$ cat src/rtl/sat_pkg.sv
// Shared definitions for the SAT datapath: width helper and arbiter state encoding.
// Used by rr_onehot_arbiter (and the downstream one-hot encoder).
package sat_pkg;

  // Number of bits needed to hold indices 0 .. v-1 (minimum 1).
  function automatic int log2c(input int v);
    int r;
    r = 1;
    while ((1 << r) < v) r++;
    return r;
  endfunction

  typedef enum logic {
    ARB_IDLE = 1'b0,
    ARB_HOLD = 1'b1
  } arb_state_e;

endpackage

$ cat src/rtl/priority_onehot.sv
// Purely combinational lowest-index-wins one-hot picker.
// `none` flags an all-zero input, in which case `out` is also zero.
module priority_onehot #(
  parameter int N = 8
) (
  input  logic [N-1:0] in,
  output logic [N-1:0] out,
  output logic         none
);

  // Two's-complement isolates the lowest set bit in a single carry chain.
  assign out  = in & (~in + N'(1));
  assign none = ~|in;

endmodule

$ cat src/rtl/rr_onehot_arbiter.sv
// Registered one-hot round-robin arbiter with valid/ready handshake.
// Define RR_ARB_ROTATE_EN for rotating priority; otherwise fixed priority, lowest index wins.
module rr_onehot_arbiter
  import sat_pkg::*;
#(
  parameter  int N  = 8,
  localparam int PW = log2c(N)
) (
  input  logic          clk,
  input  logic          rst,
  input  logic [N-1:0]  req,
  output logic [N-1:0]  gnt,
  output logic          gnt_valid,
  input  logic          gnt_ready,
  output logic [PW-1:0] ptr
);

  arb_state_e   state_q, state_d;
  logic [N-1:0] gnt_q, gnt_d;
  logic [N-1:0] sel;
  logic         sel_none;
  logic [N-1:0] full_pick;

  priority_onehot #(.N(N)) u_full (
    .in   (req),
    .out  (full_pick),
    .none (sel_none)
  );

`ifdef RR_ARB_ROTATE_EN
  logic [PW-1:0] ptr_q, ptr_d;
  logic [PW-1:0] k;
  logic [PW-1:0] next_ptr;
  logic [PW-1:0] search_p;
  logic [N-1:0]  mask;
  logic [N-1:0]  masked_pick;
  logic          masked_none;

  // Index of the single set bit of the pending grant.
  always_comb begin
    k = '0;
    for (int i = 0; i < N; i++) begin
      if (gnt_q[i]) k = PW'(i);
    end
  end

  // Explicit wrap keeps the pointer inside 0 .. N-1 for non power-of-2 N.
  assign next_ptr = (k == PW'(N - 1)) ? '0 : k + PW'(1);
  // On accept the new search already starts past the accepted grant.
  assign search_p = (state_q == ARB_HOLD) ? next_ptr : ptr_q;

  always_comb begin
    for (int i = 0; i < N; i++) begin
      mask[i] = (i >= int'(search_p));
    end
  end

  priority_onehot #(.N(N)) u_masked (
    .in   (req & mask),
    .out  (masked_pick),
    .none (masked_none)
  );

  assign sel = masked_none ? full_pick : masked_pick;
  assign ptr = ptr_q;
`else
  assign sel = full_pick;
  assign ptr = '0;
`endif

  // NOTE: every output of a combinational block gets a default first, so no
  // path through the case can leave a signal unassigned and infer a latch.
  always_comb begin
    state_d = state_q;
    gnt_d   = gnt_q;
`ifdef RR_ARB_ROTATE_EN
    ptr_d   = ptr_q;
`endif
    case (state_q)
      ARB_IDLE: begin
        if (!sel_none) begin
          gnt_d   = sel;
          state_d = ARB_HOLD;
        end
      end
      ARB_HOLD: begin
        if (gnt_ready) begin
`ifdef RR_ARB_ROTATE_EN
          ptr_d   = next_ptr;
`endif
          gnt_d   = sel;
          state_d = sel_none ? ARB_IDLE : ARB_HOLD;
        end
      end
      default: begin
        state_d = ARB_IDLE;
        gnt_d   = '0;
      end
    endcase
  end

  // NOTE: state flops use non-blocking assignments so every register samples
  // the pre-edge values regardless of process ordering.
  always_ff @(posedge clk) begin
    if (rst) begin
      state_q <= ARB_IDLE;
      gnt_q   <= '0;
`ifdef RR_ARB_ROTATE_EN
      ptr_q   <= '0;
`endif
    end else begin
      state_q <= state_d;
      gnt_q   <= gnt_d;
`ifdef RR_ARB_ROTATE_EN
      ptr_q   <= ptr_d;
`endif
    end
  end

  assign gnt       = gnt_q;
  assign gnt_valid = (state_q == ARB_HOLD);

endmodule

$ cat config.mk
export PLATFORM = sky130hd
export DESIGN_NAME = rr_onehot_arbiter
export DESIGN_NICKNAME = d
export VERILOG_FILES = /design/src/rtl/sat_pkg.sv /design/src/rtl/priority_onehot.sv /design/src/rtl/rr_onehot_arbiter.sv
export SDC_FILE = /design/constraint.sdc
export NUM_CORES = 1
export LEC_CHECK = 0
export CORE_MARGIN = 1
export CORE_UTILIZATION = 35
export CTS_CLUSTER_DIAMETER = 30
export CTS_CLUSTER_SIZE = 24
export DETAILED_ROUTE_END_ITERATION = 12
export HOLD_SLACK_MARGIN = 0.06
export PLACE_DENSITY = 0.69
export SYNTH_ARGS = -nofsm -noshare
export SYNTH_HDL_FRONTEND = slang
export SYNTH_HIERARCHICAL = 1
export SYNTH_SLANG_ARGS = --single-unit
$ cat constraint.sdc
create_clock -name clk -period 1.48 [get_ports clk]
set_clock_uncertainty 0.1 [all_clocks]
set_input_delay 0.148 -clock clk [delete_from_list [all_inputs] [get_ports clk]]
set_output_delay 0.148 -clock clk [all_outputs]
set_load 0.1 [all_outputs]
Word level (Yosys, flattened, before mapping)
Index checks and enable logic that the tools add are counted.
{"block": "totals", "ramBits": 0, "register_bits": 9, "wordCells": 16, "in_bits": 11, "memories": 0, "output_inout_bits": 12, "rom_bits": 0, "latchBits": 0}
{"block": "op_classes", "n_reduce_logical": 2, "n_bitwise": 3, "mux": 6, "addsub": 1, "div_mod_pow": 0, "magnitude_cmp": 0, "shift": 0, "n_mul": 0, "eq_ne": 2}
{"cell": "8-bit 2-to-1 mux", "n": 2}
{"cell": "8-bit case mux with 2 select lines", "n": 1}
{"cell": "8-bit by 1-bit adder with 8-bit output, second input constant", "n": 1}
{"cell": "8-bit AND", "n": 1}
{"cell": "8-bit NOT", "n": 1}
{"cell": "8-bit OR reduction", "n": 1}
{"cell": "2-bit inequality test, second input constant", "n": 2}
{"cell": "1-bit 2-to-1 mux", "n": 2}
{"cell": "1-bit case mux with 2 select lines", "n": 1}
{"cell": "2-bit AND reduction", "n": 1}
{"cell": "1-bit NOT", "n": 1}

Depth between registers and ports, before layout
Gate-level depths: netlist (run 1).
{"block": "depth", "word_depth": 5, "ltp_mapped": 5}

Cells and area by module
The synthesis (run 1) kept the hierarchy.
{"mod": "rr_onehot_arbiter", "instances": 1, "cells_per_inst": 42, "area_per_inst_um2": 421.7}
{"mod": "priority_onehot", "instances": 1, "cells_per_inst": 12, "area_per_inst_um2": 91.3}

Least setup slack after synthesis (run 1)
OpenSTA, ideal clock, no wires.
{"block": "synth_path", "kind": "register -> register", "startpoint": "register state_q (netlist: gnt_valid)", "endpoint": "register gnt_q[0] (netlist: gnt[0])", "setup_ns": 0.073, "path_slack_ns": -0.312, "required_time_ns": 1.307, "stages_incl_launch_ff": 4, "arrival_ns": 1.620, "path_buffers": 0, "synth_period_minus_slack_ns": 1.792, "cell_sequence": "dfxtp_1 > nand2b_1 > o21ai_4 > mux2i_1"}
{"block": "synth_via", "elab_chain_len": 3, "elab_cells_between_ends": 5, "classes_between": "2 x eq/ne; 1 x mux; 1 x bitwise; 1 x reduce/logical"}
{"element": "start: declaration", "line_no": "rr_onehot_arbiter.sv:18", "text": "arb_state_e state_q, state_d;"}
{"element": "start signal: assignment", "line_no": "rr_onehot_arbiter.sv:112", "text": "state_q <= state_d;"}
{"element": "1-bit NOT"}
{"element": "2-bit inequality test (no source line)"}
{"element": "2-bit AND reduction (no source line)"}
{"element": "end signal: assignment", "line_no": "rr_onehot_arbiter.sv:113", "text": "gnt_q <= gnt_d;"}
{"element": "end: declaration", "line_no": "rr_onehot_arbiter.sv:19", "text": "logic [N-1:0] gnt_q, gnt_d;"}
Several ways; a longest one is shown, not always the timed one.
A chain may end at the register's enable or synchronous reset.

Worst setup path after layout (run 1)
{"block": "layout_path", "startpoint": "input req[4]", "endpoint": "register gnt_q[7] (netlist: gnt[7])"}
{"block": "layout_via", "elab_chain_len": 5, "elab_cells_between_ends": 9, "classes_between": "1 x add/sub; 1 x eq/ne; 3 x mux; 2 x bitwise; 2 x reduce/logical"}
{"element": "start: declaration", "line_no": "rr_onehot_arbiter.sv:11", "text": "input logic [N-1:0] req,"}
{"element": "8-bit NOT", "line_no": "priority_onehot.sv:12", "text": "assign out = in & (~in + N'(1));"}
{"element": "8-bit by 1-bit adder with 8-bit output", "line_no": "priority_onehot.sv:12"}
{"element": "8-bit AND", "line_no": "priority_onehot.sv:12"}
{"element": "8-bit 2-to-1 mux (on tied branches)", "line_no": "rr_onehot_arbiter.sv:87, rr_onehot_arbiter.sv:81"}
{"element": "8-bit case mux with 2 select lines", "line_no": "rr_onehot_arbiter.sv:79", "text": "case (state_q)"}
Several ways; a longest one is shown, not always the timed one. The select of a mux whose other input is x is not followed.

==> flow_metrics.tcl, run 1 <==
set metrics [dict create \
    core_area_um2 1330 \
    regArea_um2 181 \
    criticalPathCategory "in -> reg" \
    grt_max_degree 18 \
    wl_mm 1.07 \
    port_buffers 19 \
    setup_viol 0 \
    wl_per_cell_um 11.0 \
    setup_tns_ns 0 \
    first_pass_iters 2 \
    clockBufferDepth 2 \
    place_ws_ns -0.476 \
    syn_inst 54 \
    critical-path-max-stage-delay_ns 0.45 \
    synth_cell_types 18 \
    power.total_mw 0.638 \
    nets 94 \
    drive_gt1_frac 0.329 \
    avgSynthCellArea_um2 9.50 \
    initial_core_util 0.385 \
    yosysTopAreaCell "dfxtp_1" \
    gr-usage-all-layers 0.166 \
    first_global_vias 409 \
    chipHeight_um 40.3 \
    ys.warnings.count 6 \
    maxCapViolations 0 \
    final_area_um2 897 \
    clkLatencyLatePin_ns 0.25 \
    die_area_um2 1620 \
    hold_viol_final 0 \
    synth_top_area_frac 0.351 \
    rrSetupSlack_ns 0.37 \
    p_leak_nw 0.367 \
    required_ns 1.56 \
    grt_pass1_wl_mm 1.68 \
    syn_area_um2 513 \
    top_level_ports 23 \
    viasPerCell 4.57 \
    status "finished clean" \
    cts_hold_buf 0 \
    die_w_um 40.3 \
    cp_slowest_cell "clkdlybuf4s50_1" \
    nFillCells 106 \
    fin_crit_ns 1.41 \
    worst-path-max-fanout 8 \
    place_area_um2 852 \
    final_cell_mix "17 x nand2b_1, 10 x buf_12, 8 x mux2i_1, 8 x dfxtp_1, 7 x buf_4" \
    arrival_ns 1.49 \
    drc 0 \
    cts_root_buf "clkbuf_4" \
    setup_ws_ns 0.0742 \
    fin_crit_sh 0.950 \
    gp_congestion 0.667 \
    cp_cell_sequence "clkdlybuf4s50_1 > nor2_1 > and3_4 > inv_2 > o21ai_4 > buf_12 > mux2i_1" \
    cts.sinks 9 \
    whs_ns 0.290 \
    fmax_mhz 711 \
    cts_buffers 3 \
    ys_seq_elements 9 \
    dr_total_vias 443 \
    clkTransAtPathRegs_ns 0.06 \
    cp-end-kind "flop" \
    final_common_cell "nand2b_1" \
    area_delta_synth_final_pct 74.9 \
    vdd_ir_drop_max_mv 0.275 \
    power_density_nw_per_um2 712 \
    drt_iter0_drc 1 \
    grt_antenna_before_repair 0 \
    synth_seq_area_share 0.351 \
    tritoncts "built" \
    critPathLaunchType "primary input" \
    multi_input_area_um2 315 \
    detail-route-antenna-nets 0 \
    ctsHtreeMaxLevel 1 \
    hold_path_class "in -> reg" \
    antenna_cells 0 \
    grt_remaining_overflow 0 \
    rows 13 \
    rsz0062_at_grt "no" \
    synthTopCellsByArea "dfxtp_1 35%, nand2b_1 21%, mux2i_1 16%" \
    drv_slew 0 \
]
[cell families after synthesis]
kind of cell | share of synthesized area
muxes | 0.156
other | 0.00731
buffers and inverters | 0.0732
and+or+nand+nor | 0.371
DFF | 0.351
AOI/OAI and AO/OA | 0.0415
[cells in the mapped netlist (all sizes together)]
cell,n
nand2b,17
dfxtp,9
mux2i,8
buf,4
and3,2
nor2,2
a21oi,1
and2,1
and3b,1
and4b,1
clkbuf,1
conb,1
inv,1
nor2b,1
nor3b,1
nor4,1
nor4b,1
o21ai,1
[routing by layer]
| metal | routed length (um) | vias up | GRT usage | part of all wire |
|---|---|---|---|---|
| met5 | 0 | - | 0 | 0 |
| met2 | 471 | 14 | 0.238 | 0.44 |
| met1 | 528 | 198 | 0.215 | 0.50 |
| li1 | - | 229 | - | - |
| met4 | 27 | 0 | 0.125 | 0.025 |
| met3 | 38 | 2 | 0.0333 | 0.036 |
[area by class of cell]
cell class | count | area share
inverter | 1 | 0.00418
multi-input combinational | 41 | 0.351
timing repair buffer | 27 | 0.392
clock buffer | 4 | 0.0293
tap | 15 | 0.0209
sequential | 9 | 0.202
[worst max-delay path: cells and delay by family]
family | cells | cell delay (ns)
buffers and inverters | 3 | 0.63
AND/OR/NAND/NOR | 2 | 0.36
multiplexers | 1 | 0.19
AO/OA/AOI/OAI | 1 | 0.15
[metrics by stage]
stage,instances,utilization
after floorplan,56,-
after global placement,92,0.639
after detailed placement,92,0.639
after CTS,97,0.671
after global routing,97,0.673
final,97,0.673
[what timing repair did]
action | in CTS | in global routing
setup buffers | 1 | 0
gates resized for setup | 5 | 1
pin swaps | 2 | 1
setup endpoints to repair | 8 | 5
cloned | 0 | 0
[worst paths after layout]
| kind | startpoint | endpoint | cells past startpoint |
|---|---|---|---|
| max | req[4] | gnt[7] | 7 |
| min reg2reg | gnt[3] | gnt[3] | 2 |
| min | req[1] | gnt[3] | 5 |
| max reg2reg | gnt_valid | gnt[7] | 4 |
[power breakdown]
| group | leakage [nW] | switching (mW) | internal (mW) |
|---|---|---|---|
| clock network | 0.0150 | 0.0819 | 0.104 |
| registers | 0.0734 | 0.00774 | 0.249 |
| logic | 0.278 | 0.115 | 0.0806 |
[flip-flops by register name (all words and copies together) (netlist names)]
register   cells
gnt            8
gnt_valid      1
Power figures use the tool's default switching activity.
==> run 2: changes to the inputs <==
Settings changed: CELL_PAD_IN_SITES_DETAIL_PLACEMENT set to 2, CELL_PAD_IN_SITES_GLOBAL_PLACEMENT set to 2, CORE_UTILIZATION 35 to 20.
==> flow_metrics.tcl, run 2 (same netlist as run 1, synthesis figures left out) <==
set metrics [dict create \
    status "finished clean" \
    power.total_mw 0.646 \
    power_frac_comb 0.303 \
    path_buf_inv 3 \
    whs_ns 0.168 \
    vdd_ir_drop_max_mv 0.263 \
    drive_gt1_frac 0.354 \
    p_leak_nw 0.357 \
    first_pass_iters 1 \
    largest_register_ffs 8 \
    wl_met1_um 621 \
    final_cells 110 \
    wl_per_cell_um 13.5 \
    setup_viol 0 \
    hold_viol_final 0 \
    final_common_cell "nand2b_1" \
    setup_ws_ns 0.0802 \
    gr-usage-all-layers 0.124 \
    rsz0062_at_grt "no" \
    detail-route-antenna-nets 0 \
    top_level_ports 23 \
    place_area_um2 853 \
    core_area_um2 2320 \
    wl_mm 1.49 \
    drv_slew 0 \
    power_density_nw_per_um2 710 \
    arrival_ns 1.49 \
    top_layer "met4" \
    fmax_mhz 714 \
    grt_remaining_overflow 0 \
    clkTransAtPathRegs_ns 0.06 \
    grt_max_degree 18 \
    area_delta_synth_final_pct 77.6 \
    internal_power_mw 0.431 \
    clockPowerShare 0.299 \
    grt_antenna_before_repair 0 \
    die_area_um2 2770 \
    dpl.hpwl_mm 1.14 \
    sw_frac_of_total 0.334 \
    cp_slowest_cell "clkdlybuf4s50_1" \
    cts_buffers 3 \
    cp_top_family "buffers and inverters" \
    drt_iter0_drc 0 \
    nFillCells 248 \
    final_area_um2 911 \
    drc 0 \
    cts_root_buf "clkbuf_4" \
    hold_path_class "in -> reg" \
    rows 17 \
    fin_crit_sh 0.946 \
    maxCapViolations 0 \
    met2_wirelength_um 794 \
    fin_crit_ns 1.40 \
    port_buffers 19 \
    cts.sinks 9 \
    antenna_cells 0 \
    ctsHtreeMaxLevel 1 \
    nets 94 \
    chipHeight_um 52.6 \
    place_ws_ns -0.607 \
    seq_power_share 0.398 \
    tritoncts "built" \
    required_ns 1.57 \
    dp_cells 103 \
    dr_total_vias 466 \
    clkLatencyLatePin_ns 0.26 \
    first_global_vias 483 \
    cp_cell_sequence "clkdlybuf4s50_1 > nor2_2 > and3_4 > inv_2 > o21ai_4 > buf_12 > mux2i_1" \
    final_cell_mix "17 x nand2b_1, 10 x buf_12, 8 x mux2i_1, 8 x dfxtp_1, 7 x buf_4" \
    dr_wl_met3_um 45 \
    gp_congestion 0.610 \
    worst-path-max-fanout 8 \
    cp-end-kind "flop" \
    p_switching_mw 0.216 \
    die_w_um 52.6 \
    critPathLaunchType "primary input" \
    critical-path-max-stage-delay_ns 0.46 \
    criticalPathCategory "in -> reg" \
    clockBufferDepth 2 \
    grt_pass1_wl_mm 2.40 \
    viasPerCell 4.24 \
    initial_core_util 0.221 \
]
[run 2: changes by cell type in the layout (fill, tap and decap cells not counted), sizes merged]
cell	before	now
dlygate4sd2	3	1
clkdlybuf4s15	0	2
dlymetal6s2s	1	0
clkbuf	4	5
[run 2: cell type report]
cell class / count / area [um2] / share of cell area
Multi-Input combinational cell: 41 / 318 / 0.349
Sequential cell: 9 / 181 / 0.199
Tap cell: 28 / 35.0 / 0.0385
Clock buffer: 4 / 26.3 / 0.0288
Inverter: 1 / 3.75 / 0.00412
Timing Repair Buffer: 27 / 347 / 0.380
[run 2: stage by stage]
step | setup TNS, ns | utilization
after floorplan | 0 | -
after global placement | -4.21 | 0.368
after detailed placement | -4.69 | 0.368
after CTS | 0 | 0.386
after global routing | 0 | 0.393
final | 0 | 0.393
[run 2: final timing paths]
path | startpoint | endpoint | slack, ns | depth (start not counted)
worst min register to register | gnt[6] | gnt[6] | 0.42 | 2
worst min-delay path | req[1] | gnt[2] | 0.17 | 4
worst max-delay path | req[5] | gnt[4] | 0.08 | 7
worst max register to register | gnt_valid | gnt[4] | 0.33 | 4
[run 2: what timing repair did]
item | in CTS | in global routing
endpoints found under the setup margin | 8 | 7
setup buffers | 1 | 2
resized for setup | 7 | 4
hold buffers | 0 | 0
pin swaps | 2 | 3
[run 2: layer usage]
metal,track usage,vias up
li1,-,228
met1,0.138,222
met2,0.217,13
met3,0.0261,3
met4,0.0658,0
met5,0,-
[run 2: worst reg2reg max path, delay by kind of cell, from the launching register on]
family	cells	cell delay [ns]
multiplexers	1	0.20
AND/OR/NAND/NOR	1	0.14
AO/OA/AOI/OAI	1	0.10
buffers and inverters	1	0.15
flip-flops	1	0.39
[run 2: power groups by stage]
stage / Combinational [mW] / Clock [mW] / Sequential, mW
after floorplan: 0.0738 / 0 / 0.305
after global placement: 0.191 / 0 / 0.262
after detailed placement: 0.194 / 0 / 0.263
after CTS: 0.195 / 0.200 / 0.257
after global routing: 0.204 / 0.217 / 0.258
final: 0.196 / 0.193 / 0.257
